`src/rtl/uart_calc_sequencer_pkg.sv`:
```
// Shared definitions for the UART calculator sequencer: FSM encoding,
// arithmetic opcodes, ASCII constants and small character/BCD helpers.
package uart_calc_sequencer_pkg;

  typedef enum logic [3:0] {
    ST_IDLE = 4'd0,
    ST_A1   = 4'd1,
    ST_OPR  = 4'd2,
    ST_B0   = 4'd3,
    ST_B1   = 4'd4,
    ST_EXEC = 4'd5,
    ST_WAIT = 4'd6,
    ST_CONV = 4'd7,
    ST_SEND = 4'd8
  } state_t;

  localparam logic [1:0] OP_ADD = 2'd0;
  localparam logic [1:0] OP_SUB = 2'd1;
  localparam logic [1:0] OP_MUL = 2'd2;
  localparam logic [1:0] OP_DIV = 2'd3;

  localparam logic [7:0] ASCII_ZERO  = 8'h30;
  localparam logic [7:0] ASCII_NINE  = 8'h39;
  localparam logic [7:0] ASCII_PLUS  = 8'h2B;
  localparam logic [7:0] ASCII_MINUS = 8'h2D;
  localparam logic [7:0] ASCII_STAR  = 8'h2A;
  localparam logic [7:0] ASCII_SLASH = 8'h2F;
  localparam logic [7:0] ASCII_EOL   = 8'h0A;
  localparam logic [7:0] ASCII_ERR   = 8'h45;

  // Longest response: '-', four digits, terminator.
  localparam int RESP_DEPTH = 6;

  function automatic logic is_digit(input logic [7:0] c);
    return (c >= ASCII_ZERO) && (c <= ASCII_NINE);
  endfunction

  function automatic logic is_oper(input logic [7:0] c);
    return (c == ASCII_PLUS) || (c == ASCII_MINUS) ||
           (c == ASCII_STAR) || (c == ASCII_SLASH);
  endfunction

  function automatic logic [1:0] oper_code(input logic [7:0] c);
    logic [1:0] code;
    case (c)
      ASCII_PLUS:  code = OP_ADD;
      ASCII_MINUS: code = OP_SUB;
      ASCII_STAR:  code = OP_MUL;
      ASCII_SLASH: code = OP_DIV;
      default:     code = OP_ADD;
    endcase
    return code;
  endfunction

  // 10*d built from shifts so no multiplier is inferred; d <= 9 keeps it in 7 bits.
  function automatic logic [6:0] times_ten(input logic [6:0] d);
    return (d << 3'd3) + (d << 3'd1);
  endfunction

  // Double-dabble correction: add 3 to every BCD nibble that is 5 or more.
  function automatic logic [15:0] dabble_adjust(input logic [15:0] v);
    logic [15:0] r;
    r = v;
    for (int i = 0; i < 4; i++) begin
      if (v[4*i +: 4] >= 4'd5) r[4*i +: 4] = v[4*i +: 4] + 4'd3;
      else                     r[4*i +: 4] = v[4*i +: 4];
    end
    return r;
  endfunction

endpackage

```
`src/rtl/uart_calc_sequencer_bin2bcd.sv`:
```
// Iterative double-dabble converter: 14-bit binary to four BCD digits.
// One load cycle on start, 14 shift-add-3 iterations, then a one-cycle done.
module uart_calc_sequencer_bin2bcd
  import uart_calc_sequencer_pkg::*;
(
  input  logic        clk,
  input  logic        reset,
  input  logic        start,
  input  logic [13:0] bin,
  output logic        done,
  output logic [15:0] bcd
);

  logic [13:0] shift_r;
  logic [15:0] bcd_r;
  logic [3:0]  cnt_r;
  logic        run_r;
  logic        done_r;
  logic [15:0] adj_s;

  assign adj_s = dabble_adjust(bcd_r);
  assign done  = done_r;
  assign bcd   = bcd_r;

  // Load on start, then shift one binary bit into the corrected BCD field per cycle.
  always_ff @(posedge clk) begin
    if (reset) begin
      shift_r <= 14'd0;
      bcd_r   <= 16'd0;
      cnt_r   <= 4'd0;
      run_r   <= 1'b0;
      done_r  <= 1'b0;
    end else if (start) begin
      shift_r <= bin;
      bcd_r   <= 16'd0;
      cnt_r   <= 4'd0;
      run_r   <= 1'b1;
      done_r  <= 1'b0;
    end else if (run_r) begin
      bcd_r   <= {adj_s[14:0], shift_r[13]};
      shift_r <= {shift_r[12:0], 1'b0};
      cnt_r   <= cnt_r + 4'd1;
      if (cnt_r == 4'd13) begin
        run_r  <= 1'b0;
        done_r <= 1'b1;
      end else begin
        done_r <= 1'b0;
      end
    end else begin
      done_r <= 1'b0;
    end
  end

endmodule

```
`src/rtl/uart_calc_sequencer.sv`:
```
// UART calculator sequencer: parses "DD op DD" ASCII frames, launches one
// operation on the shared arithmetic unit and streams the decimal result.
module uart_calc_sequencer
  import uart_calc_sequencer_pkg::*;
#(
  parameter logic [7:0] EOL      = ASCII_EOL,
  parameter logic [7:0] ERR_CHAR = ASCII_ERR
) (
  input  logic        clk,
  input  logic        reset,
  input  logic [7:0]  rx_data,
  input  logic        rx_valid,
  output logic        op_start,
  output logic [1:0]  op_code,
  output logic [6:0]  op_a,
  output logic [6:0]  op_b,
  input  logic        op_done,
  input  logic [13:0] op_result,
  input  logic        op_err,
  output logic [7:0]  tx_data,
  output logic        tx_valid,
  input  logic        tx_ready,
  output logic        busy,
  output logic        overrun
);

  state_t      state_r, state_nxt_s;

  logic [6:0]  a_r, b0_r;
  logic [1:0]  opc_r;
  logic [6:0]  op_a_r, op_b_r;
  logic [1:0]  op_code_r;
  logic        neg_r;
  logic        op_start_r, busy_r, overrun_r;
  logic [7:0]  resp_r [RESP_DEPTH];
  logic [2:0]  tx_idx_r, tx_last_r;
  logic [7:0]  tx_data_r;
  logic        tx_valid_r;

  logic        rx_digit_s, rx_oper_s, class_ok_s;
  logic [6:0]  rx_val_s, b_full_s;
  logic        swap_s, drop_state_s, tx_fire_s, conv_start_s;
  logic        load_err_s, load_num_s;
  logic        bcd_done_s;
  logic [15:0] bcd_s;
  logic [7:0]  num_resp_s [RESP_DEPTH];
  logic [2:0]  num_cnt_s, num_last_s;
  logic        num_seen_s;

  assign rx_digit_s   = is_digit(rx_data);
  assign rx_oper_s    = is_oper(rx_data);
  assign class_ok_s   = (state_r == ST_OPR) ? rx_oper_s : rx_digit_s;
  assign rx_val_s     = {3'b000, rx_data[3:0]};
  assign b_full_s     = times_ten(b0_r) + rx_val_s;
  assign swap_s       = (opc_r == OP_SUB) && (a_r < b_full_s);
  assign drop_state_s = (state_r == ST_EXEC) || (state_r == ST_WAIT) ||
                        (state_r == ST_CONV) || (state_r == ST_SEND);
  assign tx_fire_s    = tx_valid_r && tx_ready;
  assign conv_start_s = (state_r == ST_WAIT) && op_done && !op_err;

  assign op_start = op_start_r;
  assign op_code  = op_code_r;
  assign op_a     = op_a_r;
  assign op_b     = op_b_r;
  assign tx_data  = tx_data_r;
  assign tx_valid = tx_valid_r;
  assign busy     = busy_r;
  assign overrun  = overrun_r;

  uart_calc_sequencer_bin2bcd u_bin2bcd (
    .clk   (clk),
    .reset (reset),
    .start (conv_start_s),
    .bin   (op_result),
    .done  (bcd_done_s),
    .bcd   (bcd_s)
  );

  // State register.
  always_ff @(posedge clk) begin
    if (reset) state_r <= ST_IDLE;
    else       state_r <= state_nxt_s;
  end

  // Next-state logic plus the strobes that load the response buffer.
  always_comb begin
    state_nxt_s = state_r;
    load_err_s  = 1'b0;
    load_num_s  = 1'b0;
    case (state_r)
      ST_IDLE: begin
        if (rx_valid && rx_digit_s) state_nxt_s = ST_A1;
        else                        state_nxt_s = ST_IDLE;
      end
      ST_A1, ST_OPR, ST_B0, ST_B1: begin
        if (!rx_valid) begin
          state_nxt_s = state_r;
        end else if (!class_ok_s) begin
          state_nxt_s = ST_SEND;
          load_err_s  = 1'b1;
        end else if (state_r == ST_A1) begin
          state_nxt_s = ST_OPR;
        end else if (state_r == ST_OPR) begin
          state_nxt_s = ST_B0;
        end else if (state_r == ST_B0) begin
          state_nxt_s = ST_B1;
        end else begin
          state_nxt_s = ST_EXEC;
        end
      end
      ST_EXEC: state_nxt_s = ST_WAIT;
      ST_WAIT: begin
        if (op_done && op_err) begin
          state_nxt_s = ST_SEND;
          load_err_s  = 1'b1;
        end else if (op_done) begin
          state_nxt_s = ST_CONV;
        end else begin
          state_nxt_s = ST_WAIT;
        end
      end
      ST_CONV: begin
        if (bcd_done_s) begin
          state_nxt_s = ST_SEND;
          load_num_s  = 1'b1;
        end else begin
          state_nxt_s = ST_CONV;
        end
      end
      ST_SEND: begin
        if (tx_fire_s && (tx_idx_r == tx_last_r)) state_nxt_s = ST_IDLE;
        else                                      state_nxt_s = ST_SEND;
      end
      default: state_nxt_s = ST_IDLE;
    endcase
  end

  // Builds the numeric response: optional '-', digits without leading zeros, EOL.
  always_comb begin
    for (int i = 0; i < RESP_DEPTH; i++) num_resp_s[i] = 8'h00;
    num_seen_s = 1'b0;
    if (neg_r) begin
      num_resp_s[0] = ASCII_MINUS;
      num_cnt_s     = 3'd1;
    end else begin
      num_cnt_s     = 3'd0;
    end
    for (int i = 3; i >= 0; i--) begin
      if ((bcd_s[4*i +: 4] != 4'd0) || num_seen_s || (i == 0)) begin
        num_resp_s[num_cnt_s] = {4'h3, bcd_s[4*i +: 4]};
        num_cnt_s             = num_cnt_s + 3'd1;
        num_seen_s            = 1'b1;
      end else begin
        num_seen_s            = num_seen_s;
      end
    end
    num_resp_s[num_cnt_s] = EOL;
    num_last_s            = num_cnt_s;
  end

  // Operand assembly; the subtraction swap keeps op_a >= op_b for the unit.
  always_ff @(posedge clk) begin
    if (reset) begin
      a_r       <= 7'd0;
      b0_r      <= 7'd0;
      opc_r     <= OP_ADD;
      op_a_r    <= 7'd0;
      op_b_r    <= 7'd0;
      op_code_r <= OP_ADD;
      neg_r     <= 1'b0;
    end else if (rx_valid && class_ok_s) begin
      case (state_r)
        ST_IDLE: a_r   <= rx_val_s;
        ST_A1:   a_r   <= times_ten(a_r) + rx_val_s;
        ST_OPR:  opc_r <= oper_code(rx_data);
        ST_B0:   b0_r  <= rx_val_s;
        ST_B1: begin
          op_code_r <= opc_r;
          neg_r     <= swap_s;
          op_a_r    <= swap_s ? b_full_s : a_r;
          op_b_r    <= swap_s ? a_r : b_full_s;
        end
        default: ;
      endcase
    end
  end

  // Registered status strobes: launch pulse, busy and dropped-byte indication.
  always_ff @(posedge clk) begin
    if (reset) begin
      op_start_r <= 1'b0;
      busy_r     <= 1'b0;
      overrun_r  <= 1'b0;
    end else begin
      op_start_r <= (state_nxt_s == ST_EXEC);
      busy_r     <= (state_nxt_s != ST_IDLE);
      overrun_r  <= rx_valid && drop_state_s;
    end
  end

  // Response buffer and transmit side: present bytes in order, hold under backpressure.
  always_ff @(posedge clk) begin
    if (reset) begin
      for (int i = 0; i < RESP_DEPTH; i++) resp_r[i] <= 8'h00;
      tx_idx_r   <= 3'd0;
      tx_last_r  <= 3'd0;
      tx_data_r  <= 8'h00;
      tx_valid_r <= 1'b0;
    end else if (load_err_s) begin
      resp_r[0]  <= ERR_CHAR;
      resp_r[1]  <= EOL;
      tx_idx_r   <= 3'd0;
      tx_last_r  <= 3'd1;
      tx_data_r  <= ERR_CHAR;
      tx_valid_r <= 1'b1;
    end else if (load_num_s) begin
      resp_r     <= num_resp_s;
      tx_idx_r   <= 3'd0;
      tx_last_r  <= num_last_s;
      tx_data_r  <= num_resp_s[0];
      tx_valid_r <= 1'b1;
    end else if (tx_fire_s) begin
      if (tx_idx_r == tx_last_r) begin
        tx_valid_r <= 1'b0;
      end else begin
        tx_idx_r   <= tx_idx_r + 3'd1;
        tx_data_r  <= resp_r[tx_idx_r + 3'd1];
      end
    end
  end

endmodule
```
`config.mk`:
```
export PLATFORM = sky130hd
export DESIGN_NAME = uart_calc_sequencer
export DESIGN_NICKNAME = d
export VERILOG_FILES = /design/src/rtl/uart_calc_sequencer_pkg.sv /design/src/rtl/uart_calc_sequencer_bin2bcd.sv /design/src/rtl/uart_calc_sequencer.sv
export SDC_FILE = /design/constraint.sdc
export NUM_CORES = 1
export LEC_CHECK = 0
export ABC_AREA = 0
export BUFFER_PORTS_ARGS = -buffer_cell sky130_fd_sc_hd__buf_2
export CORE_MARGIN = 4
export CORE_UTILIZATION = 40
export CTS_BUF_LIST = sky130_fd_sc_hd__clkbuf_4 sky130_fd_sc_hd__clkbuf_8 sky130_fd_sc_hd__clkbuf_16
export DETAILED_ROUTE_END_ITERATION = 7
export PLACE_DENSITY = 0.63
export SLEW_MARGIN = 0
export SYNTH_ARGS = -nofsm -noshare
export SYNTH_HDL_FRONTEND = slang
export SYNTH_HIERARCHICAL = 1
export SYNTH_SLANG_ARGS = --single-unit
```
`constraint.sdc`:
```
create_clock -name clk -period 5.8 [get_ports clk]
set_input_delay 0.29 -clock clk [delete_from_list [all_inputs] [get_ports clk]]
set_output_delay 0.29 -clock clk [all_outputs]
set_load 0.005 [all_outputs]
```
==> summary.txt, run 1 <==
RSZ-0062 raised after global routing -> false
Vias per inst -> 5.59
Hold_buf cts -> 0
Post-CTS resize count -> 0
Class of the worst hold path -> in2reg
Critical path peak fanout -> 14
Sequential cell area -> 2380 µm²
Final Hold Vio Count -> 0
Slew HR -> 24.4%
Gate power share -> 2.9%
Switching part of the total power -> 23.2%
Routability cong. -> 0.839
DP HPWL -> 12.5 mm
Clk pin slew, worst setup/hold paths -> 0.06 ns
Worst-case clock buffer depth -> 2
Most common cell after layout, fill and taps aside -> dfxtp_1
Setup Fix Bufs, Post-CTS -> 0
Share of layout cells above drive strength 1 -> 15.3%
DRC viols -> 0
Distinct cells, synth -> 81
Share of the synthesized area in the top cell type -> 32.6%
LEAKAGE -> 3.20 nW
Crit path cell chain -> or4_1, inv_2, nand2_1, fa_1, o41ai_1, xnor2_1, nor2_1, a21oi_1, ha_1, xor2_1, nor3b_1, mux2i_4, nand2_1, a41oi_1, o221a_2
Minimum hold slack -> 0.0940 ns
PD cells -> 230 nW/µm²
Clock Power Share -> 53.7%
Final WL -> 18.0 mm
DRT antenna net count -> 0
Area Growth Syn to Fin -> 12.6%
Final nets -> 946
Antenna cells -> 0
CP Launch Type -> flop
Starting DRT DRC Count -> 520
Later-pin clock latency in the skew report -> 0.43 ns
Fin crit period -> 4.62 ns
Initial core utilization -> 40.7%
Hold endpoint -> u_bin2bcd/shift_r[10]
Pins Over Slew Limit -> 0
Post-synth net total -> 923
Avg WL per Cell -> 16.1 µm
Sequential share of the synthesized area -> 32.6%
Clk root buf -> clkbuf_16
Synth Flop Type -> dfxtp_1
Internal Power -> 1.45 mW
Worst-margin pin slew -> 1.13 ns
Final setup viols -> 0
Total CTS buffers -> 17
Multi-input logic area -> 4550 µm²
VDD IR max -> 0.229 mV
Asr flop ratio synth -> 0%
Synth Instances -> 852
Dpl cells -> 1085
First-pass GRT wire length -> 29.5 mm
Placed cell area -> 7660 µm²
P_sw -> 0.439 mW
DP Worst Slack -> 1.22 ns
Worst path required time -> 6.11 ns
Crit path kind -> reg2reg
Post-route cell area -> 8240 µm²
Largest net degree at the start of global routing -> 61
Max-cap viol count -> 0
Core Area -> 18000 µm²
Crit path max-delay cell type -> fa_1
Sequential Power Share -> 43.4%
Total chip power -> 1.89 mW
Filler Cells Inserted -> 1782
Most frequent cells in the layout -> 118 x dfxtp_1, 95 x nor2_1, 74 x nand2_1, 56 x mux2i_1, 54 x buf_2
Total track usage -> 17.9%
GR Overflow Total -> 0
Leading area contributor after synthesis -> dfxtp_1
Peak per-stage delay on the critical path -> 0.96 ns
Die width -> 143 µm
CTS tree -> built
Cell area after synthesis -> 7320 µm²
Number of synthesized flops with an enable pin -> 0
Most used cell, CP -> nand2_1
Clock Sinks -> 119
Htree depth -> 4
Top post-synthesis cells by area -> dfxtp_1 33%, mux2i_1 7.7%, ha_1 6.5%
Rows -> 49
Yosys warnings -> 6
Vias in the first global route -> 5866
IO Pins -> 56
Finished Core Util -> 45.9%
Reg2reg setup slack -> 1.18 ns
Arr. time, crit path -> 4.93 ns
Vias -> 6243
Reg-to-reg endpoint -> tx_data[5]
FF-to-FF Start -> u_bin2bcd/bcd[12]
Final worst setup slack -> 1.18 ns
PortBufs -> 54
Status -> finished, final reports clean
Skew final -> 0.0174 ns
Yosys reg bits -> 119
Hold path startpoint -> op_result[10]
Die H -> 143 µm
Final period util -> 79.6%
Peak Freq -> 217 MHz
TNS Setup -> 0 ns
Die area -> 20500 µm²
Post-Syn Area per Cell -> 8.59 µm²
Layout Cells excl Fill -> 1117
Worst setup EP type -> flop
Hold Path Depth -> 3
Worst r2r path cells -> 15
Number of detailed-route iterations in the first pass -> 5
Initial antenna violation count -> 0
-- registers in the layout (all words and copies together), names as in the netlist --
signal / count
op_a: 7
tx_data: 7
tx_idx_r: 3
busy: 1
b0_r: 4
tx_last_r: 3
tx_valid: 1
overrun: 1
u_bin2bcd/shift_r: 14
u_bin2bcd/cnt_r: 4
u_bin2bcd/run_r: 1
op_start: 1
state_r: 4
op_b: 7
op_code: 2
a_r: 7
opc_r: 2
neg_r: 1
resp_r: 32
u_bin2bcd/done: 1
u_bin2bcd/bcd: 16
-- final cells by class --
class | count | area share, %
clock inverter | 13 | 1.47
multi-input combinational | 641 | 55.2
timing repair buffer | 59 | 3.74
sequential | 119 | 28.9
inverter | 37 | 1.69
clock buffer | 19 | 5.50
tap | 229 | 3.48
-- cell families (layout without fill, tap and decap cells) --
| group | count (synthesis) | in the layout | share of synthesized area (%) |
|---|---|---|---|
| multiplexers | 77 | 77 | 11.7 |
| buffers and inverters | 92 | 128 | 5.33 |
| AND/OR/NAND/NOR | 303 | 303 | 21.2 |
| other | 1 | 1 | 0.0512 |
| AO/OA/AOI/OAI | 193 | 193 | 18.2 |
| XOR/XNOR | 24 | 24 | 3.13 |
| flip-flops | 119 | 119 | 32.6 |
| adder cells (fa/ha/maj) | 43 | 43 | 7.86 |
-- per-layer routing --
metal | GRT usage (%) | up-vias | wire length (µm)
li1 | - | 3119 | -
met1 | 23.4 | 2948 | 8620
met2 | 28.5 | 143 | 8060
met3 | 4.45 | 33 | 855
met4 | 6.89 | 0 | 454
met5 | 0 | - | 0
-- power groups by stage --
stage                     Combinational, mW  Sequential, mW  Clock [mW]
after floorplan                      0.0353           0.837           0
after global placement               0.0554           0.838           0
after detailed placement             0.0554           0.838           0
after CTS                            0.0557           0.820        1.03
after global routing                 0.0618           0.820        1.07
final                                0.0547           0.820        1.02
-- critical path, delay by kind of cell (launching register included) --
family          cells  cell delay, ns
fa+ha+maj           2            1.19
flops               1            0.36
mux                 1            0.15
xor+xnor            2            0.36
simple gates        5            1.56
compound gates      4            0.71
buf+inv             1            0.18
-- Yosys cell counts, types with 4 or more instances --
cell,count
a2111o_1,6
a211oi_1,20
a21o_1,9
a21oi_1,35
a22o_1,4
a31oi_1,12
and3_1,5
buf_2,15
clkbuf_1,33
dfxtp_1,119
fa_1,5
ha_1,38
inv_1,36
mux2_2,16
mux2i_1,56
mux4_2,4
nand2_1,74
nand2b_1,14
nand3_1,31
nand3b_1,4
nand4_1,6
nor2_1,96
nor2b_1,13
nor3_1,6
nor3b_1,9
nor4_1,7
o211ai_1,10
o21a_1,5
o21ai_0,41
o21ai_1,6
o21bai_1,5
or3_1,7
or3b_2,4
or4_1,6
xnor2_1,16
xor2_1,7
-- worst max-delay path by stage --
| stage | from | endpoint | slack [ns] | depth (start not counted) |
|---|---|---|---|---|
| CTS | u_bin2bcd/bcd[12] | tx_data[5] | 1.22 | 15 |
| floorplan | u_bin2bcd/bcd[12] | tx_data[5] | 1.86 | 15 |
| finish | u_bin2bcd/bcd[12] | tx_data[5] | 1.18 | 15 |
| global placement | u_bin2bcd/bcd[12] | tx_data[5] | 1.26 | 15 |
| global route | u_bin2bcd/bcd[12] | tx_data[5] | 0.78 | 15 |
| detailed placement | u_bin2bcd/bcd[12] | tx_data[5] | 1.22 | 15 |
Power figures use the tool's default switching activity.
==> inputs of run 2 (changes only) <==
==> constraint.sdc (replaced) <==
create_clock -name clk -period 4.7 [get_ports clk]
set_input_delay 0.235 -clock clk [delete_from_list [all_inputs] [get_ports clk]]
set_output_delay 0.235 -clock clk [all_outputs]
set_load 0.005 [all_outputs]
==> run 2 against run 1 <==
Compared with the run above: via count grew 0.14%; sequential share of layout area shrank 0.39 points; first-iteration DRC count shrank 14%; worst hold slack lost 0.047 ns; final area grew 1.4%; clock power grew 31%; power grew 28%; clock-buffer cell count grew 4.
==> summary.txt, run 2 (synthesized netlist as in run 1, its figures left out) <==
Final period util -> 90.1% (was 79.6%)
GRT met2 Usage -> 28.7% (was 28.5%)
Core Area -> 18000 µm² (unchanged)
Max FFs per register -> 32 (unchanged)
Avg WL per Cell -> 16.0 µm (was 16.1 µm)
PortBufs -> 54 (unchanged)
Initial antenna violation count -> 0 (unchanged)
Final setup viols -> 0 (unchanged)
Routability cong. -> 0.825 (was 0.839)
Reg-to-reg endpoint -> tx_data[5] (unchanged)
Vias -> 6252 (was 6243)
Most used cell, CP -> nand2_1 (unchanged)
TNS Setup -> 0 ns (unchanged)
Met1 Usage GRT -> 24.7% (was 23.4%)
Max-cap viol count -> 0 (unchanged)
Placed cell area -> 7740 µm² (was 7660 µm²)
Most Crowded Layer GR -> met2 (unchanged)
Vias per inst -> 5.55 (was 5.59)
Minimum hold slack -> 0.0469 ns (was 0.0940 ns)
Finished Core Util -> 46.5% (was 45.9%)
IO Pins -> 56 (unchanged)
Total track usage -> 18.1% (was 17.9%)
Antenna cells -> 0 (unchanged)
Crit path kind -> reg2reg (unchanged)
DP HPWL -> 12.7 mm (was 12.5 mm)
Fin crit period -> 4.23 ns (was 4.62 ns)
Post-route cell area -> 8350 µm² (was 8240 µm²)
Crit path cell chain -> or4_1, inv_2, nand2_1, fa_1, buf_4, xor2_4, ha_1, xor2_1, nor3b_1, mux2i_4, nand2_1, a41oi_1, o221a_2 (was or4_1, inv_2, nand2_1, fa_1, o41ai_1, xnor2_1, nor2_1, a21oi_1, ha_1, xor2_1, nor3b_1, mux2i_4, nand2_1, a41oi_1, o221a_2)
Skew final -> 0.00721 ns (was 0.0174 ns)
Slew HR -> 25.1% (was 24.4%)
Pins Over Slew Limit -> 0 (unchanged)
Post-CTS resize count -> 0 (unchanged)
DP Worst Slack -> 0.565 ns (was 1.22 ns)
Number of detailed-route iterations in the first pass -> 5 (unchanged)
FF-to-FF Start -> u_bin2bcd/bcd[12] (unchanged)
Most common cell after layout, fill and taps aside -> dfxtp_1 (unchanged)
RSZ-0062 raised after global routing -> false (unchanged)
Critical path peak fanout -> 13 (was 14)
Later-pin clock latency in the skew report -> 0.42 ns (was 0.43 ns)
Setup Fix Bufs, Post-CTS -> 0 (unchanged)
GR Overflow Total -> 0 (unchanged)
Peak Freq -> 236 MHz (was 217 MHz)
Rows -> 49 (unchanged)
LEAKAGE -> 3.29 nW (was 3.20 nW)
Class of the worst hold path -> in2reg (unchanged)
Worst setup EP type -> flop (unchanged)
Status -> finished, final reports clean (unchanged)
Crit path max-delay cell type -> or4_1 (was fa_1)
Arr. time, crit path -> 4.60 ns (was 4.93 ns)
Peak per-stage delay on the critical path -> 0.75 ns (was 0.96 ns)
Clk pin slew, worst setup/hold paths -> 0.06 ns (about the same)
Final worst setup slack -> 0.465 ns (was 1.18 ns)
CTS tree -> built (unchanged)
Vias in the first global route -> 5731 (was 5866)
Worst r2r path cells -> 13 (was 15)
Share of layout cells above drive strength 1 -> 16.2% (was 15.3%)
M3 GR Usage -> 4.32% (was 4.45%)
Hold_buf cts -> 0 (unchanged)
Clk root buf -> clkbuf_16 (unchanged)
DRC viols -> 0 (unchanged)
Initial core utilization -> 40.7% (unchanged)
Die area -> 20500 µm² (unchanged)
PD cells -> 290 nW/µm² (was 230 nW/µm²)
Clock Sinks -> 119 (unchanged)
Worst path required time -> 5.06 ns (was 6.11 ns)
Final Hold Vio Count -> 0 (unchanged)
Final WL -> 18.0 mm (about the same)
Largest net degree at the start of global routing -> 61 (unchanged)
Hold endpoint -> u_bin2bcd/shift_r[3] (was u_bin2bcd/shift_r[10])
Starting DRT DRC Count -> 449 (was 520)
Worst-margin pin slew -> 1.12 ns (was 1.13 ns)
Worst-case clock buffer depth -> 2 (unchanged)
Top reg by flops -> resp_r (unchanged)
Reg2reg setup slack -> 0.47 ns (was 1.18 ns)
Most frequent cells in the layout -> 118 x dfxtp_1, 95 x nor2_1, 74 x nand2_1, 56 x mux2i_1, 54 x buf_2 (unchanged)
Hold path startpoint -> op_result[3] (was op_result[10])
Hold Path Depth -> 3 (unchanged)
Htree depth -> 4 (unchanged)
DRT antenna net count -> 0 (unchanged)
Total CTS buffers -> 17 (unchanged)
CP Launch Type -> flop (unchanged)
First-pass GRT wire length -> 29.8 mm (was 29.5 mm)
VDD IR max -> 0.246 mV (was 0.229 mV)
Area Growth Syn to Fin -> 14.1% (was 12.6%)
Die H -> 143 µm (unchanged)
Final nets -> 956 (was 946)
Die width -> 143 µm (unchanged)
run 2: worst max-delay path, delay by kind of cell (launching register included):
kind                       cells  cell delay [ns]
adders and majority gates      2             0.85
muxes                          1             0.24
buffers and inverters          2             0.41
xor gates and xnor gates       2             0.65
and+or+nand+nor                4             1.20
AOI/OAI and AO/OA              2             0.46
DFF                            1             0.37
run 2: how the worst max path moves through the flow:
stage	start	to	slack (ns)	depth (start not counted)
3_3_place_gp	u_bin2bcd/bcd[12]	tx_data[5]	0.69	13
5_1_grt	u_bin2bcd/bcd[12]	tx_data[5]	0.14	13
6_report	u_bin2bcd/bcd[12]	tx_data[5]	0.47	13
4_1_cts	u_bin2bcd/bcd[12]	tx_data[5]	0.51	13
2_1_floorplan	u_bin2bcd/bcd[12]	tx_data[5]	0.76	15
3_5_place_dp	u_bin2bcd/bcd[12]	tx_data[5]	0.56	13
run 2: cell type report:
cell class	count	area (µm²)
inverters	37	139
multi-input cells	641	4550
clock buffers	23	489
well taps	229	287
flip-flops and latches	119	2380
repair buffers	69	383
clock inverters	8	121
fillers	1760	9610
run 2: report_power, final:
group          total [mW]  switching [mW]  internal (mW)
Clock                1.34           0.452          0.887
Sequential           1.01         0.00204           1.01
Combinational      0.0680          0.0435         0.0245
Total                2.42           0.498           1.92
run 2: metrics by stage:
stage                     total power, mW  instances
final                                2.42       1126
after global routing                 2.50       1126
after CTS                            2.44       1126
after detailed placement             1.10       1095
after global placement               1.10       1095
after floorplan                      1.08        852
run 2: metal layers:
layer / vias to the layer above / wire, µm
li1: 3138 / -
met1: 2938 / 8370
met2: 153 / 8360
met3: 23 / 1010
met4: 0 / 277
met5: - / 0
